[config.mk]
export PLATFORM = sky130hd
export DESIGN_NAME = uart_tx_serializer_flat
export DESIGN_NICKNAME = d
export VERILOG_FILES = /design/src/rtl/uart_pkg.sv /design/src/rtl/uart_tx_serializer_if.sv /design/src/rtl/sync_fifo.sv /design/src/rtl/uart_tx_serializer.sv /design/src/flat_wrapper.sv
export SDC_FILE = /design/constraint.sdc
export NUM_CORES = 1
export LEC_CHECK = 0
export BUFFER_PORTS_ARGS = -buffer_cell sky130_fd_sc_hd__buf_2
export CAP_MARGIN = 5
export CELL_PAD_IN_SITES_DETAIL_PLACEMENT = 1
export CELL_PAD_IN_SITES_GLOBAL_PLACEMENT = 1
export CORE_MARGIN = 5
export CORE_UTILIZATION = 47
export DETAILED_ROUTE_END_ITERATION = 10
export GPL_TIMING_DRIVEN = 0
export HOLD_SLACK_MARGIN = 0.02
export PLACE_DENSITY_LB_ADDON = 0.1
export SLEW_MARGIN = 15
export SYNTH_ARGS = -nofsm -noshare
export SYNTH_HDL_FRONTEND = slang
export SYNTH_SLANG_ARGS = --single-unit
[constraint.sdc]
create_clock -name clock -period 6 [get_ports clock]
set_input_delay 0.3 -clock clock [delete_from_list [all_inputs] [get_ports clock]]
set_output_delay 0.3 -clock clock [all_outputs]
set_load 0.01 [all_outputs]
[src/rtl/uart_pkg.sv]
// Shared types and constants for the UART transmit path behind the core's MMIO byte port.
package uart_pkg;

    typedef enum logic [1:0] {
        IDLE  = 2'd0,
        START = 2'd1,
        DATA  = 2'd2,
        STOP  = 2'd3
    } uart_tx_state_t;

    localparam logic [31:0] UART_MMIO_ADDR  = 32'h0000_fff0;
    localparam logic [31:0] UART_MMIO_FLAG  = 32'h0000_fff1;
    localparam int          UART_FRAME_BITS = 10;
    localparam int          UART_DATA_BITS  = UART_FRAME_BITS - 2;

    // Line level implied by a frame state; only DATA depends on the shifted byte.
    function automatic logic line_level(input uart_tx_state_t st, input logic data_bit);
        case (st)
            START:   return 1'b0;
            DATA:    return data_bit;
            default: return 1'b1;
        endcase
    endfunction

endpackage

[src/rtl/uart_tx_serializer_if.sv]
// Byte strobe in, serial line and status out; the slave side is the serializer.
interface uart_tx_serializer_if #(
    parameter int FIFO_DEPTH = 16
);
    localparam int CNT_W = $clog2(FIFO_DEPTH + 1);

    logic [8:0]       uart_in;
    logic             tx;
    logic             tx_ready;
    logic             busy;
    logic             overflow;
    logic [CNT_W-1:0] fifo_count;

    modport master (
        output uart_in,
        input  tx, tx_ready, busy, overflow, fifo_count
    );

    modport slave (
        input  uart_in,
        output tx, tx_ready, busy, overflow, fifo_count
    );

endinterface

[src/rtl/sync_fifo.sv]
// Single-clock show-ahead FIFO; full/empty come from the occupancy count, pointers wrap freely.
module sync_fifo #(
    parameter int WIDTH = 8,
    parameter int DEPTH = 16
) (
    input  logic                       clock,
    input  logic                       reset_n,
    input  logic                       push_i,
    input  logic [WIDTH-1:0]           wdata_i,
    input  logic                       pop_i,
    output logic [WIDTH-1:0]           rdata_o,
    output logic [$clog2(DEPTH+1)-1:0] count_o,
    output logic                       full_o,
    output logic                       empty_o
);
    localparam int AW = $clog2(DEPTH);
    localparam int CW = $clog2(DEPTH + 1);

    logic [WIDTH-1:0] mem_q [DEPTH];
    logic [AW-1:0]    wr_ptr_q, wr_ptr_d;
    logic [AW-1:0]    rd_ptr_q, rd_ptr_d;
    logic [CW-1:0]    count_q, count_d;
    logic             do_push, do_pop;

    assign full_o  = (count_q == CW'(DEPTH));
    assign empty_o = (count_q == '0);
    assign rdata_o = mem_q[rd_ptr_q];
    assign count_o = count_q;

    // A push into a full FIFO is still taken when the head leaves on the same edge.
    assign do_pop  = pop_i && !empty_o;
    assign do_push = push_i && (!full_o || do_pop);

    always_comb begin
        wr_ptr_d = do_push ? wr_ptr_q + AW'(1) : wr_ptr_q;
        rd_ptr_d = do_pop  ? rd_ptr_q + AW'(1) : rd_ptr_q;
        case ({do_push, do_pop})
            2'b10:   count_d = count_q + CW'(1);
            2'b01:   count_d = count_q - CW'(1);
            default: count_d = count_q;
        endcase
    end

    always_ff @(posedge clock or negedge reset_n) begin
        if (!reset_n) begin
            wr_ptr_q <= '0;
            rd_ptr_q <= '0;
            count_q  <= '0;
        end else begin
            wr_ptr_q <= wr_ptr_d;
            rd_ptr_q <= rd_ptr_d;
            count_q  <= count_d;
        end
    end

    always_ff @(posedge clock) begin
        if (do_push) begin
            mem_q[wr_ptr_q] <= wdata_i;
        end
    end

endmodule

[src/rtl/uart_tx_serializer.sv]
// Buffers MMIO byte strobes and sends them as back-to-back 8N1 frames on a registered TX line.
module uart_tx_serializer
    import uart_pkg::*;
#(
    parameter int CLKS_PER_BIT = 16,
    parameter int FIFO_DEPTH   = 16
) (
    input logic                 clock,
    input logic                 reset_n,
    uart_tx_serializer_if.slave bus
);
    localparam int                BAUD_W      = $clog2(CLKS_PER_BIT);
    localparam int                CNT_W       = $clog2(FIFO_DEPTH + 1);
    localparam logic [BAUD_W-1:0] BAUD_RELOAD = BAUD_W'(CLKS_PER_BIT - 1);
    localparam logic [2:0]        LAST_BIT    = 3'(UART_DATA_BITS - 1);

    uart_tx_state_t    state_q, state_d;
    logic [BAUD_W-1:0] baud_q, baud_d;
    logic [2:0]        bit_idx_q, bit_idx_d;
    logic [7:0]        shreg_q, shreg_d;
    logic              overflow_q, overflow_d;
    logic              tx_q, tx_d;
    logic              pop;
    logic              busy;

    logic [7:0]        fifo_rdata;
    logic [CNT_W-1:0]  fifo_count;
    logic              fifo_full;
    logic              fifo_empty;

    sync_fifo #(
        .WIDTH (8),
        .DEPTH (FIFO_DEPTH)
    ) u_fifo (
        .clock   (clock),
        .reset_n (reset_n),
        .push_i  (bus.uart_in[8]),
        .wdata_i (bus.uart_in[7:0]),
        .pop_i   (pop),
        .rdata_o (fifo_rdata),
        .count_o (fifo_count),
        .full_o  (fifo_full),
        .empty_o (fifo_empty)
    );

    always_ff @(posedge clock or negedge reset_n) begin
        if (!reset_n) begin
            state_q    <= IDLE;
            baud_q     <= '0;
            bit_idx_q  <= '0;
            overflow_q <= 1'b0;
            tx_q       <= 1'b1;
        end else begin
            state_q    <= state_d;
            baud_q     <= baud_d;
            bit_idx_q  <= bit_idx_d;
            overflow_q <= overflow_d;
            tx_q       <= tx_d;
        end
    end

    always_ff @(posedge clock) begin
        shreg_q <= shreg_d;
    end

    always_comb begin
        state_d   = state_q;
        baud_d    = baud_q;
        bit_idx_d = bit_idx_q;
        shreg_d   = shreg_q;
        pop       = 1'b0;
        case (state_q)
            IDLE: begin
                if (!fifo_empty) begin
                    pop     = 1'b1;
                    shreg_d = fifo_rdata;
                    baud_d  = BAUD_RELOAD;
                    state_d = START;
                end
            end
            START: begin
                if (baud_q == '0) begin
                    baud_d    = BAUD_RELOAD;
                    bit_idx_d = '0;
                    state_d   = DATA;
                end else begin
                    baud_d = baud_q - BAUD_W'(1);
                end
            end
            DATA: begin
                if (baud_q == '0) begin
                    shreg_d = {1'b0, shreg_q[7:1]};
                    baud_d  = BAUD_RELOAD;
                    if (bit_idx_q == LAST_BIT) begin
                        state_d = STOP;
                    end else begin
                        bit_idx_d = bit_idx_q + 3'd1;
                    end
                end else begin
                    baud_d = baud_q - BAUD_W'(1);
                end
            end
            STOP: begin
                // Chain straight into the next start bit when another byte is waiting.
                if (baud_q == '0) begin
                    if (!fifo_empty) begin
                        pop     = 1'b1;
                        shreg_d = fifo_rdata;
                        baud_d  = BAUD_RELOAD;
                        state_d = START;
                    end else begin
                        state_d = IDLE;
                    end
                end else begin
                    baud_d = baud_q - BAUD_W'(1);
                end
            end
            default: state_d = IDLE;
        endcase
    end

    // TX is precomputed from the next state so the pin comes straight off a flop.
    always_comb begin
        tx_d       = line_level(state_d, shreg_d[0]);
        overflow_d = overflow_q | (bus.uart_in[8] & fifo_full & ~pop);
        busy       = (state_q != IDLE) || (fifo_count != '0);
    end

    assign bus.tx         = tx_q;
    assign bus.tx_ready   = !fifo_full;
    assign bus.busy       = busy;
    assign bus.overflow   = overflow_q;
    assign bus.fifo_count = fifo_count;

endmodule

[src/flat_wrapper.sv]
// flat-port wrapper written by rule: the top's interface ports become plain ports
module uart_tx_serializer_flat import uart_pkg::*;
#(
    parameter int CLKS_PER_BIT = 16,
    parameter int FIFO_DEPTH   = 16
)
  (clock, reset_n, bus_uart_in, bus_tx, bus_tx_ready, bus_busy, bus_overflow, bus_fifo_count);
  uart_tx_serializer_if #(.FIFO_DEPTH(FIFO_DEPTH)) bus_i ();
  input logic clock;
  input logic reset_n;
  input wire logic [$bits(bus_i.uart_in)-1:0] bus_uart_in;
  output wire logic [$bits(bus_i.tx)-1:0] bus_tx;
  output wire logic [$bits(bus_i.tx_ready)-1:0] bus_tx_ready;
  output wire logic [$bits(bus_i.busy)-1:0] bus_busy;
  output wire logic [$bits(bus_i.overflow)-1:0] bus_overflow;
  output wire logic [$bits(bus_i.fifo_count)-1:0] bus_fifo_count;
  assign bus_i.uart_in = bus_uart_in;
  assign bus_tx = bus_i.tx;
  assign bus_tx_ready = bus_i.tx_ready;
  assign bus_busy = bus_i.busy;
  assign bus_overflow = bus_i.overflow;
  assign bus_fifo_count = bus_i.fifo_count;
  uart_tx_serializer #(.CLKS_PER_BIT(CLKS_PER_BIT), .FIFO_DEPTH(FIFO_DEPTH)) u_core (.clock(clock), .reset_n(reset_n), .bus(bus_i));
endmodule
Word level (Yosys, flattened, before mapping)
Memories as Yosys holds them, arrays and structs flattened.
Cells that the tools add are included.
W data, S select, Z words.
{"block": "totals", "regBits": 32, "ram_bits": 128, "inputBits": 11, "output_inout_bits": 9, "elab_cells": 77, "mem_count": 1}
{"block": "op_classes", "addsub": 6, "eq_ne": 13, "n_mux": 26, "bitwise": 4, "reduce_logical": 17}
{"memory": "u_core.u_fifo.mem_q", "words": 16, "word_bits": 8, "read_ports": 1, "rd_clocked_by_memory_dff": 0, "write_ports": 1, "line": "sync_fifo.sv:19", "rtl": "logic [WIDTH-1:0] mem_q [DEPTH];"}
{"op": "$mux W8", "n": 3}
{"op": "$pmux W8 S3", "n": 1}
{"op": "$mux W4", "n": 3}
{"op": "$pmux W4 S3", "n": 1}
{"op": "$mux W2", "n": 5}
{"op": "$pmux W5 S2", "n": 1}
{"op": "$mux W3", "n": 3}
{"op": "$add A4 B1 Y4 const B", "n": 2}
{"op": "$eq A2 B2 Y1 const B", "n": 4}
{"op": "$pmux W2 S4", "n": 1}
{"op": "$eq A2 B1 Y1 const B", "n": 3}
{"op": "$ne A2 B1 Y1 const B", "n": 3}
{"op": "$pmux W3 S2", "n": 1}
{"op": "$reduce_bool A2 Y1", "n": 3}
{"op": "$add A5 B1 Y5 const B", "n": 1}
{"op": "$eq A5 B5 Y1 const B", "n": 1}
{"op": "$logic_not A5 Y1", "n": 1}
{"op": "$mux W1", "n": 5}
{"op": "$reduce_bool A5 Y1", "n": 1}
{"op": "$sub A5 B1 Y5 const B", "n": 1}
{"op": "$logic_not A4 Y1", "n": 1}
{"op": "$pmux W1 S2", "n": 2}
{"op": "$reduce_and A4 Y1", "n": 1}
{"op": "$sub A4 B1 Y4 const B", "n": 1}
{"op": "other kinds (13)", "n": 17}

Logic depth before layout (Yosys ltp)
Gate-level depths: netlist of run 1.
{"block": "logic_depth", "word_depth": 9, "mapped_depth": 15}

Hierarchy
From an unflattened synthesis of run 1, not the netlist that was laid out.
{"block": "unflattened", "hier_cells": 454, "hier_area_um2": 7026.7}
{"mod": "sync_fifo", "instances": 1, "cells_each": 327, "area_per_inst_um2": 5811.8, "seq_area_each_um2": 4169.0}
{"mod": "uart_tx_serializer", "instances": 1, "cells_each": 127, "area_per_inst_um2": 1214.9, "seq_area_each_um2": 506.7}

Worst setup path after synthesis of run 1
OpenSTA, ideal clock, no wires.
{"block": "synth_timing", "kind": "register to register", "start": "reg u_core.state_q[0]", "end": "reg u_core.u_fifo.count_q[4], in the netlist u_core.u_fifo.count_o[4]", "setup_ns": 0.080, "arrival_ns": 2.961, "required_time_ns": 5.920, "slack_ns": 2.959, "path_stages_with_launch": 15, "path_cell_list": "dfrtp_1 -> ha_1 -> and4bb_2 -> o21bai_1 -> a31oi_4 -> inv_2 -> ha_1 -> clkbuf_1 -> xor2_1 -> ha_1 -> o21a_1 -> o21ai_0 -> o21bai_1 -> mux2i_1 -> xnor2_1"}
{"block": "synth_between", "elab_chain_len": 7, "elab_cells_between_ends": 10}
{"element": "from (decl)", "line": "uart_tx_serializer.sv:17", "rtl": "uart_tx_state_t state_q, state_d;"}
{"element": "from (signal assigned)", "line": "uart_tx_serializer.sv:54", "rtl": "state_q <= state_d;"}
{"element": "$eq A2 B2 Y1 / $logic_not A2 Y1 (equally long branches)", "line": "uart_tx_serializer.sv:72", "rtl": "case (state_q)"}
{"element": "$pmux W1 S2 (*)", "line": "uart_tx_serializer.sv:72"}
{"element": "$logic_and A1 B1 Y1 (*)", "line": "sync_fifo.sv:31", "rtl": "assign do_pop = pop_i && !empty_o;"}
{"element": "$logic_or A1 B1 Y1", "line": "sync_fifo.sv:32", "rtl": "assign do_push = push_i && (!full_o || do_pop);"}
{"element": "$logic_and A1 B1 Y1", "line": "sync_fifo.sv:32"}
{"element": "$eq A2 B1 Y1 / $eq A2 B2 Y1 (equally long branches)", "line": "sync_fifo.sv:37", "rtl": "case ({do_push, do_pop})"}
{"element": "$pmux W5 S2 / $reduce_bool A2 Y1 (equally long branches)"}
{"element": "to (signal assigned)", "line": "sync_fifo.sv:52", "rtl": "count_q <= count_d;"}
{"element": "to (decl)", "line": "sync_fifo.sv:22", "rtl": "logic [CW-1:0] count_q, count_d;"}
Every way passes the cells marked *; elsewhere a longest branch is shown, timed or not.
A chain may end at the register's enable or synchronous reset.

Final worst setup path of run 1
Ends and elaborated chain as after synthesis.

==> out/results.txt, run 1 <==
worst setup margin: 2.320 ns
Core ar.: 0.01459 mm2
cts hold-fix bufs: 1
met3 GRT Util: 5.115%
1st-iter DRT viols: 272
H-tree depth: 4
via/cell ratio: 5.784
synthesized area: 0.007020 mm2
Power Density: 503.6 mW/mm2
Starting Density: 48.12%
Clock Latency Late Sink: 0.43 ns
fin crit period: 3.680 ns
clk slew on worst S/H paths: 0.07 ns
vias in the first global route: 4083
post-synthesis cell type count: 60
CP startpoint kind: flip-flop
endpoints failing setup: 0
Max Fclk: 0.2717 GHz
status: complete, no violations
Area Growth Syn to Fin: 14.31%
Synth Flop Type: edfxtp_1
period utilization: 61.33%
final count of hold timing violations: 0
port bufs: 19
worst-case clock buffer depth: 2
drc violations: 0
post-synthesis sequential area ratio: 66.60%
Critical Path RT: 6.36 ns
via count: 3829
number of antenna violations at the first check in global routing: 0
synth cell count leaders: 135 x edfxtp_1, 28 x mux4_2, 23 x dfrtp_1, 22 x nor2_1, 18 x ha_1
Crit path arrival time: 4.04 ns
total track usage: 18.89%
GRT Max-Usage Layer: met2
die height: 132.2 um
global-route wire length before repair: 24.66 mm
post-route setup TNS: 0 ns
FF+latch count, synth: 160
antenna cells: 0
Syn Nets: 451
Worst Max-Slew Pin Slew: 1.035 ns
Hold Path Class: in -> reg
CTS root buf: clkbuf_16
Nets: 494
post-route ant nets: 0
worst slack, placed: 2.379 ns
Post-synth EDFFs: 135
worst-path fanout max: 9
VDD IR-drop max: 295.4 uV
top-count cell post-synth: edfxtp_1
post-layout util: 55.01%
Syn. warnings: 0
placer's final routability congestion estimate: 0.7929
largest cells by area after synthesis: edfxtp_1 58%, mux4_2 9.0%, dfrtp_1 8.2%
# resized after CTS: 0
Max-cap violations: 0
RSZ-0062 raised after global routing: false
Syn Inst Count: 422
fraction of layout cells with a size suffix above 1: 23.43%
leading area contributor after synthesis: edfxtp_1
average wire per standard cell: 23.70 um
GRT met2 Usage: 29.25%
Hold WS: 0.1340 ns
Rows: 44
Post-Route Skew: 0.01059 ns
CTS tree: built
cts bufs inserted: 17
Synth top area share: 57.74%
CTS Sinks: 160
syn avg cell area: 16.64 um2
dpl hpwl: 10.59 mm
max-slew violation count: 0
crit path kind: reg -> reg
First-pass DRT Iterations: 4
crit end category: flip-flop
Post-CTS Setup Inserts: 0
post-synthesis async set-or-reset flop share: 15.00%
Remaining Overflow, GRT: 0
met1 GRT Util: 26.59%
Ports: 20
Die X: 132.2 um
LEAKAGE: 2.801 nW
largest net degree at the start of global routing: 25
Slew headroom: 30.76%
Detailed Route WL: 15.69 mm
die area: 0.01748 mm2
[cells in the final DEF, fill, tap and decap left out, types with 3 or more instances in the layout]
master        n
clkbuf_16    17
mux4_1        5
and2_1        5
nor3_1        6
nor2b_1       5
nand2_1      16
edfxtp_1    135
a21oi_1      12
clkinv_1      3
xnor2_1       7
dfrtp_1      23
clkinv_4      3
clkbuf_1      9
mux4_2       28
xor2_1        5
o21ai_0      15
a22oi_1       3
clkinvlp_4    3
buf_2        29
or3_1         3
nor2_1       22
ha_1         18
inv_1        17
bufinv_16     4
a221o_1       5
buf_4         3
a31oi_1       3
a211oi_1     10
mux2_2        3
buf_6         4
nor4_2        4
mux2i_1       9
[through the flow]
| step | power (mW) | instance area, um2 | instances |
|---|---|---|---|
| after floorplan | 2.511 | 7020 | 422 |
| after global placement | 2.869 | 7346 | 625 |
| after detailed placement | 2.933 | 7396 | 629 |
| after CTS | 4.079 | 8025 | 662 |
| after global routing | 4.264 | 8025 | 662 |
| final | 4.041 | 8025 | 662 |
[layer usage]
layer	up-vias	share of wire, %
met1	1986	46
li1	1754	-
met4	0	1.2
met5	-	0
met3	17	5.0
met2	72	48
[path summary, 6_finish.rpt]
path | startpoint | endpoint | slack [ns] | cells after the start
max reg2reg | u_core.state_q[0] | u_core.u_fifo.count_o[4] | 2.32 | 14
min | bus_uart_in[8] | u_core.bus.overflow | 0.13 | 2
max in group asynchronous | reset_n | u_core.state_q[0] | 5.18 | 2
min reg2reg | u_core.bus.overflow | u_core.bus.overflow | 0.46 | 1
max | u_core.state_q[0] | u_core.u_fifo.count_o[4] | 2.32 | 14
min in group asynchronous | reset_n | u_core.u_fifo.count_o[1] | 0.43 | 2
[cells by family (layout without fill, tap and decap cells)]
logic type	after synthesis	count (layout)	share of synthesized area, %
flops	160	160	66.60
mux	45	45	12.62
compound gates	68	68	7.236
buf+inv	42	98	2.869
fa+ha+maj	18	18	3.208
simple gates	77	77	5.970
xor+xnor	12	12	1.497
[power by group]
| part | leakage, nW | total [mW] | switching (mW) | internal, mW |
|---|---|---|---|---|
| clock | 0.292 | 1.14 | 0.448 | 0.695 |
| combinational | 0.984 | 1.37 | 0.791 | 0.581 |
| sequential | 1.53 | 1.53 | 0.109 | 1.42 |
| total | 2.80 | 4.04 | 1.35 | 2.69 |
[state kept, by name, summed over array words and instances (netlist names), 2 cells and up]
signal                  count
u_core.u_fifo.rd_ptr_q      4
u_core.u_fifo.count_o       5
u_core.state_q              2
u_core.shreg_q              8
u_core.u_fifo.mem_q       128
u_core.u_fifo.wr_ptr_q      4
u_core.bit_idx_q            3
u_core.baud_q               4
[layout make-up]
type	instances	area [um2]
clock buffer	18	429.2
multi-input combinational	220	2168
tap	184	230.2
fill	1365	6564
timing repair buffer	24	130.1
clock inverter	14	190.2
inverter	19	71.32
sequential	160	4676
buffer	23	130.1
[worst max-delay path, stage by stage (launching register included)]
cell	delay [ns]
dfrtp_1	0.46
ha_1	0.33
and4bb_2	0.29
o21bai_1	0.35
a31oi_4	0.21
inv_2	0.22
ha_1	0.21
clkbuf_1	0.37
xor2_1	0.19
ha_1	0.22
o21a_1	0.12
o21ai_0	0.07
o21bai_1	0.17
mux2i_1	0.26
xnor2_1	0.14
Power figures use the tool's default switching activity.
==> run 2: changes to the inputs <==
==> constraint.sdc (replaced) <==
create_clock -name clock -period 3.3 [get_ports clock]
set_input_delay 0.165 -clock clock [delete_from_list [all_inputs] [get_ports clock]]
set_output_delay 0.165 -clock clock [all_outputs]
set_load 0.01 [all_outputs]
==> out/results.txt, run 2 (synthesized netlist as in run 1, its figures left out) <==
endpoints failing setup: 0
R2R cell count: 13
Worst Max-Slew Pin Slew: 1.029 ns
post-route ant nets: 0
Core ar.: 0.01459 mm2
Top reg by flops: u_core.u_fifo.mem_q
max layer used: met4
CTS tree: built
1st-iter DRT viols: 279
CTS root buf: clkbuf_16
period utilization: 94.07%
WL met1: 7.158 mm
total power: 7.381 mW
status: complete, no violations
RSZ-0062 raised after global routing: false
antenna cells: 0
Post-Layout Cell Count: 664
Max Fclk: 0.3221 GHz
crit path kind: reg -> reg
metal3 WL: 754 um
worst r2r src: u_core.u_fifo.count_o[2]
Rows: 44
fin crit period: 3.104 ns
Starting Density: 48.12%
number of antenna violations at the first check in global routing: 0
via/cell ratio: 5.762
Die X: 132.2 um
Hold Path Class: in -> reg
Detailed Route WL: 15.72 mm
CP startpoint kind: flip-flop
die height: 132.2 um
commonest non-fill, non-tap cells in the layout: 135 x edfxtp_1, 29 x buf_2, 28 x mux4_2, 22 x dfrtp_1, 21 x nor2_1
VDD IR-drop max: 531.0 uV
worst-path fanout max: 9
Power Density: 914.4 mW/mm2
Logic pwr share: 34.2%
port bufs: 19
Register-to-Register Setup Slack: 0.20 ns
internal power: 4.920 mW
Crit. Startpoint: u_core.u_fifo.count_o[2]
cts bufs inserted: 17
placer's final routability congestion estimate: 0.7929
Crit path arrival time: 3.46 ns
Critical Path RT: 3.66 ns
crit end category: flip-flop
Nets: 496
First-pass DRT Iterations: 4
LEAKAGE: 2.810 nW
die area: 0.01748 mm2
Post-Route Skew: 0.01032 ns
commonest non-fill, non-tap cell in the layout: edfxtp_1
max-slew violation count: 0
met2 WL: 7.614 mm
net switching power: 2.461 mW
switch share: 33.35%
vias in the first global route: 4094
average wire per standard cell: 23.67 um
flip-flop count of the largest register after layout: 128
H-tree depth: 4
Seq pwr share: 37.6%
Ports: 20
via count: 3826
Max-cap violations: 0
clock network power share: 28.1%
worst-case clock buffer depth: 2
largest net degree at the start of global routing: 25
dpl hpwl: 10.59 mm
Clock Latency Late Sink: 0.43 ns
Area Growth Syn to Fin: 14.97%
crit path to: u_core.u_fifo.count_o[4]
fraction of layout cells with a size suffix above 1: 25.00%
Remaining Overflow, GRT: 0
Cells after DPL: 629
CTS Sinks: 160
Slew headroom: 31.14%
global-route wire length before repair: 24.68 mm
FF-to-FF End: u_core.u_fifo.count_o[4]
clk slew on worst S/H paths: 0.06 ns
drc violations: 0
final count of hold timing violations: 0
total track usage: 18.91%
post-route setup TNS: 0 ns
run 2: worst min path at each step:
stage,endpoint,slack [ns],cells after the start,startpoint
finish,u_core.u_fifo.mem_q[0][0],0.13,1,bus_uart_in[0]
floorplan,u_core.baud_q[0],-0.13,0,reset_n
detailed placement,u_core.u_fifo.count_o[1],0.20,1,reset_n
global placement,u_core.u_fifo.count_o[1],0.21,1,reset_n
CTS,u_core.u_fifo.mem_q[10][1],0.11,1,bus_uart_in[1]
global route,u_core.u_fifo.mem_q[4][7],0.11,1,bus_uart_in[7]
run 2: what timing repair did:
action / 4_1_cts / 5_1_grt
pin swaps: 1 / 0
resized for setup: 4 / 8
setup buffers: 1 / 0
endpoints found under the setup margin: 2 / 1
hold endpoints to repair: 24 / 0
hold buffers: 2 / 0
run 2: power by group through the flow:
stage	logic [mW]	registers, mW	clock network [mW]
3_5_place_dp	2.52	2.82	0
4_1_cts	2.54	2.78	2.11
6_report	2.53	2.78	2.08
5_1_grt	2.78	2.81	2.20
3_3_place_gp	2.42	2.80	0
2_1_floorplan	1.79	2.77	0
run 2: final cells by class:
class                   count  area, um2
flip-flops and latches    160       4677
fillers                  1362       6518
multi-input cells         220       2190
well taps                 184      230.2
clock buffers              18      429.2
clock inverters            14      190.2
repair buffers             26      147.6
inverters                  19      73.82
plain buffers              23      133.9
run 2: per-stage QoR:
stage	instance area, um2	setup slack [ns]	utilization, %	hold WS [ns]
finish	8071	0.1956	55.33	0.1276
global route	8071	0.02447	55.33	0.1116
CTS	8053	0.05726	55.20	0.1051
detailed placement	7396	-0.3207	50.69	0.1977
global placement	7346	-0.5770	50.35	0.2064
floorplan	7020	0.2591	-	-0.1306
run 2: critical path, cell delays in order (launching register included):
cell	delay (ns)
dfrtp_1	0.39
buf_6	0.15
or4_4	0.59
nor2_4	0.24
nor2_4	0.11
ha_1	0.22
clkbuf_4	0.19
xor2_1	0.17
ha_1	0.22
o21a_1	0.17
o21ai_0	0.14
o21bai_1	0.10
mux2i_1	0.20
xnor2_1	0.14
run 2: metal layers:
metal  GRT usage (%)  up-vias
met3           5.115       19
met1           26.57     1974
met2           29.34       77
met4           5.260        0
met5               0        -
li1                -     1756
==> run 3: changes to the inputs <==
--- a/config.mk
+++ b/config.mk
@@ -5,17 +5,17 @@
 export SDC_FILE = /design/constraint.sdc
 export NUM_CORES = 1
 export LEC_CHECK = 0
+export ABC_AREA = 1
 export BUFFER_PORTS_ARGS = -buffer_cell sky130_fd_sc_hd__buf_2
 export CAP_MARGIN = 5
 export CELL_PAD_IN_SITES_DETAIL_PLACEMENT = 1
 export CELL_PAD_IN_SITES_GLOBAL_PLACEMENT = 1
 export CORE_MARGIN = 5
-export CORE_UTILIZATION = 47
+export CORE_UTILIZATION = 45
 export DETAILED_ROUTE_END_ITERATION = 10
 export GPL_TIMING_DRIVEN = 0
 export HOLD_SLACK_MARGIN = 0.02
 export PLACE_DENSITY_LB_ADDON = 0.1
-export SLEW_MARGIN = 15
 export SYNTH_ARGS = -nofsm -noshare
 export SYNTH_HDL_FRONTEND = slang
 export SYNTH_SLANG_ARGS = --single-unit
==> out/results.txt, run 3 <==
status: complete, no violations
post-route ant nets: 0
vias in the first global route: 5156
total track usage: 21.57%
clk slew on worst S/H paths: 0.06 ns
antenna cells: 0
H-tree depth: 4
endpoints failing setup: 0
First-pass DRT Iterations: 5
Slew headroom: 28.61%
dpl hpwl: 12.93 mm
Max Fclk: 0.3287 GHz
Critical Path, Cell by Cell: inv_1, ha_1, nand3_4, o21ai_4, nand3b_4, nand2_2, nand2_4, ha_1, xor2_1, ha_1, inv_1, nand2_1, nand2_1, nand2_1, a21oi_1, xor2_1, nand2_1, o21ai_0
fin crit period: 3.042 ns
leading area contributor after synthesis: edfxtp_1
worst-case clock buffer depth: 2
Syn. warnings: 0
Syn Nets: 692
synthesized area: 0.007196 mm2
largest family of logic cells by synthesized area: simple AND/OR/NAND/NOR gates
Hold Path Class: in -> reg
commonest non-fill, non-tap cell in the layout: edfxtp_1
post-synthesis async set-or-reset flop share: 15.00%
crit-path max cell delay: 0.40 ns
Rows: 46
max-slew violation count: 0
post-route setup TNS: 0 ns
top-count cell post-synth: edfxtp_1
Post-CTS Setup Inserts: 0
Die X: 136.5 um
Synth Flop Type: edfxtp_1
drc violations: 0
CTS tree: built
compound-cell area share of the yosys netlist: 9.598%
worst-path fanout max: 9
Synth Area in Adders: 3.130%
via/cell ratio: 5.372
via count: 5001
filler cell count: 1752
Max-cap violations: 0
post-synthesis sequential area ratio: 64.98%
FF+latch count, synth: 160
slowest cell on the critical path: dfrtp_1
Top reg by flops: u_core.u_fifo.mem_q
synth cell count leaders: 135 x edfxtp_1, 124 x nor2_1, 83 x nand2_1, 69 x o21ai_0, 49 x nand3_1
flip-flop count of the largest register after layout: 128
1st-iter DRT viols: 405
number of antenna violations at the first check in global routing: 0
global-route wire length before repair: 29.27 mm
port bufs: 19
Power Density: 637.2 mW/mm2
CTS Sinks: 160
Nets: 731
CTS root buf: clkbuf_16
Clock Latency Late Sink: 0.42 ns
cell family with most CP delay: adder cells
Syn Inst Count: 663
Ports: 20
CP startpoint kind: flip-flop
Worst Max-Slew Pin Slew: 1.067 ns
post-synthesis cell type count: 37
RSZ-0062 raised after global routing: false
LEAKAGE: 3.123 nW
Post-synth EDFFs: 135
VDD IR-drop max: 420.0 uV
final count of hold timing violations: 0
Synth Area in Simple Gates: 15.75%
Area Growth Syn to Fin: 14.15%
Crit path arrival time: 3.38 ns
worst path bufs/invs: 2
die height: 136.5 um
Critical Path RT: 3.64 ns
fraction of layout cells with a size suffix above 1: 12.87%
cts bufs inserted: 17
largest cells by area after synthesis: edfxtp_1 56%, dfrtp_1 8.0%, nor2_1 6.5%
largest net degree at the start of global routing: 25
Detailed Route WL: 18.93 mm
Critical Path Most Common Cell: nand2_1
multiplexer share of the synthesized area: 0%
Core ar.: 0.01577 mm2
Post-Route Skew: 0.009859 ns
average wire per standard cell: 20.34 um
syn avg cell area: 10.85 um2
die area: 0.01862 mm2
Starting Density: 45.63%
Hold WS: 0.04152 ns
Synth top area share: 56.34%
Synth Area in XOR/XNOR: 1.461%
Remaining Overflow, GRT: 0
crit path kind: reg -> reg
crit end category: flip-flop
placer's final routability congestion estimate: 0.8175
commonest non-fill, non-tap cells in the layout: 135 x edfxtp_1, 124 x nor2_1, 83 x nand2_1, 69 x o21ai_0, 49 x nand3_1
period utilization: 92.18%
## run 3: cell types whose count changed after synthesis, moves of 6 or more
cell      previous run  this run
mux4_2              28         0
nand3_1              1        49
o211ai_1             1        19
a21oi_1             12        19
mux2i_1              9         0
o21ai_0             15        69
nor2_1              22       124
o21ai_1              0         9
inv_1               17        46
nand2_1             16        83
inv_2                1         7
a211oi_1            10         0
buf_2                8        14
## run 3: area by class of cell
type	instances	area, um2	share of cell area, %
clock inverters	13	207.7	2.529
repair buffers	20	105.1	1.280
multi-input cells	421	2157	26.26
plain buffers	27	157.7	1.919
inverters	55	207.7	2.529
flip-flops and latches	160	4676	56.92
clock buffers	19	432.9	5.270
well taps	216	270.3	3.290
## run 3: worst register-to-register path: cells and delay by family, from the launching register on
family | cells | cell delay, ns
AOI/OAI and AO/OA | 3 | 0.51
xor gates and xnor gates | 2 | 0.39
adders and majority gates | 3 | 0.73
buffers and inverters | 2 | 0.19
DFF | 1 | 0.40
and+or+nand+nor | 8 | 0.73
## run 3: cell families after synthesis
group / count (synthesis)
compound gates: 123
xor+xnor: 12
fa+ha+maj: 18
buf+inv: 82
flops: 160
simple gates: 268
## run 3: through the flow
| stage | std cells | area (um2) | utilization, % | total power [mW] | setup slack [ns] |
|---|---|---|---|---|---|
| floorplan | 663 | 7196 | - | 2.878 | 0.7185 |
| global placement | 898 | 7561 | 47.95 | 3.094 | 0.3963 |
| detailed placement | 898 | 7561 | 47.95 | 3.135 | 0.2374 |
| CTS | 931 | 8212 | 52.07 | 5.271 | 0.2119 |
| global route | 931 | 8214 | 52.09 | 5.439 | 0.01662 |
| finish | 931 | 8214 | 52.09 | 5.234 | 0.2580 |
## run 3: worst paths after layout
check | slack, ns | to | startpoint | depth (start not counted)
min in group asynchronous | 0.27 | u_core.bit_idx_q[0] | reset_n | 2
max in group asynchronous | 2.65 | u_core.u_fifo.rd_ptr_q[2] | reset_n | 2
worst max-delay path | 0.26 | u_core.u_fifo.count_o[4] | u_core.baud_q[0] | 18
worst min-delay path | 0.04 | u_core.bus.overflow | bus_uart_in[8] | 2
worst min register to register | 0.47 | u_core.bus.overflow | u_core.bus.overflow | 1
worst max register to register | 0.26 | u_core.u_fifo.count_o[4] | u_core.baud_q[0] | 18
## run 3: metal layers
layer | vias to the layer above | share of wire (%) | track usage [%]
met5 | - | 0 | 0
met4 | 0 | 1.1 | 5.263
met3 | 21 | 4.5 | 4.219
met2 | 105 | 49 | 36.38
met1 | 2521 | 45 | 28.83
li1 | 2354 | - | -
## run 3: power by group
group	leakage [nW]	total, mW	internal (mW)	switching [mW]
logic	1.30	0.581	0.165	0.416
registers	1.51	2.50	2.40	0.0992
clock network	0.312	2.15	1.35	0.802
## run 3: what timing repair did
item / 4_1_cts / 5_1_grt
hold endpoints to repair: 23 / 0
gates resized for setup: 0 / 1
setup endpoints to repair: 0 / 1
hold buffers: 1 / 0
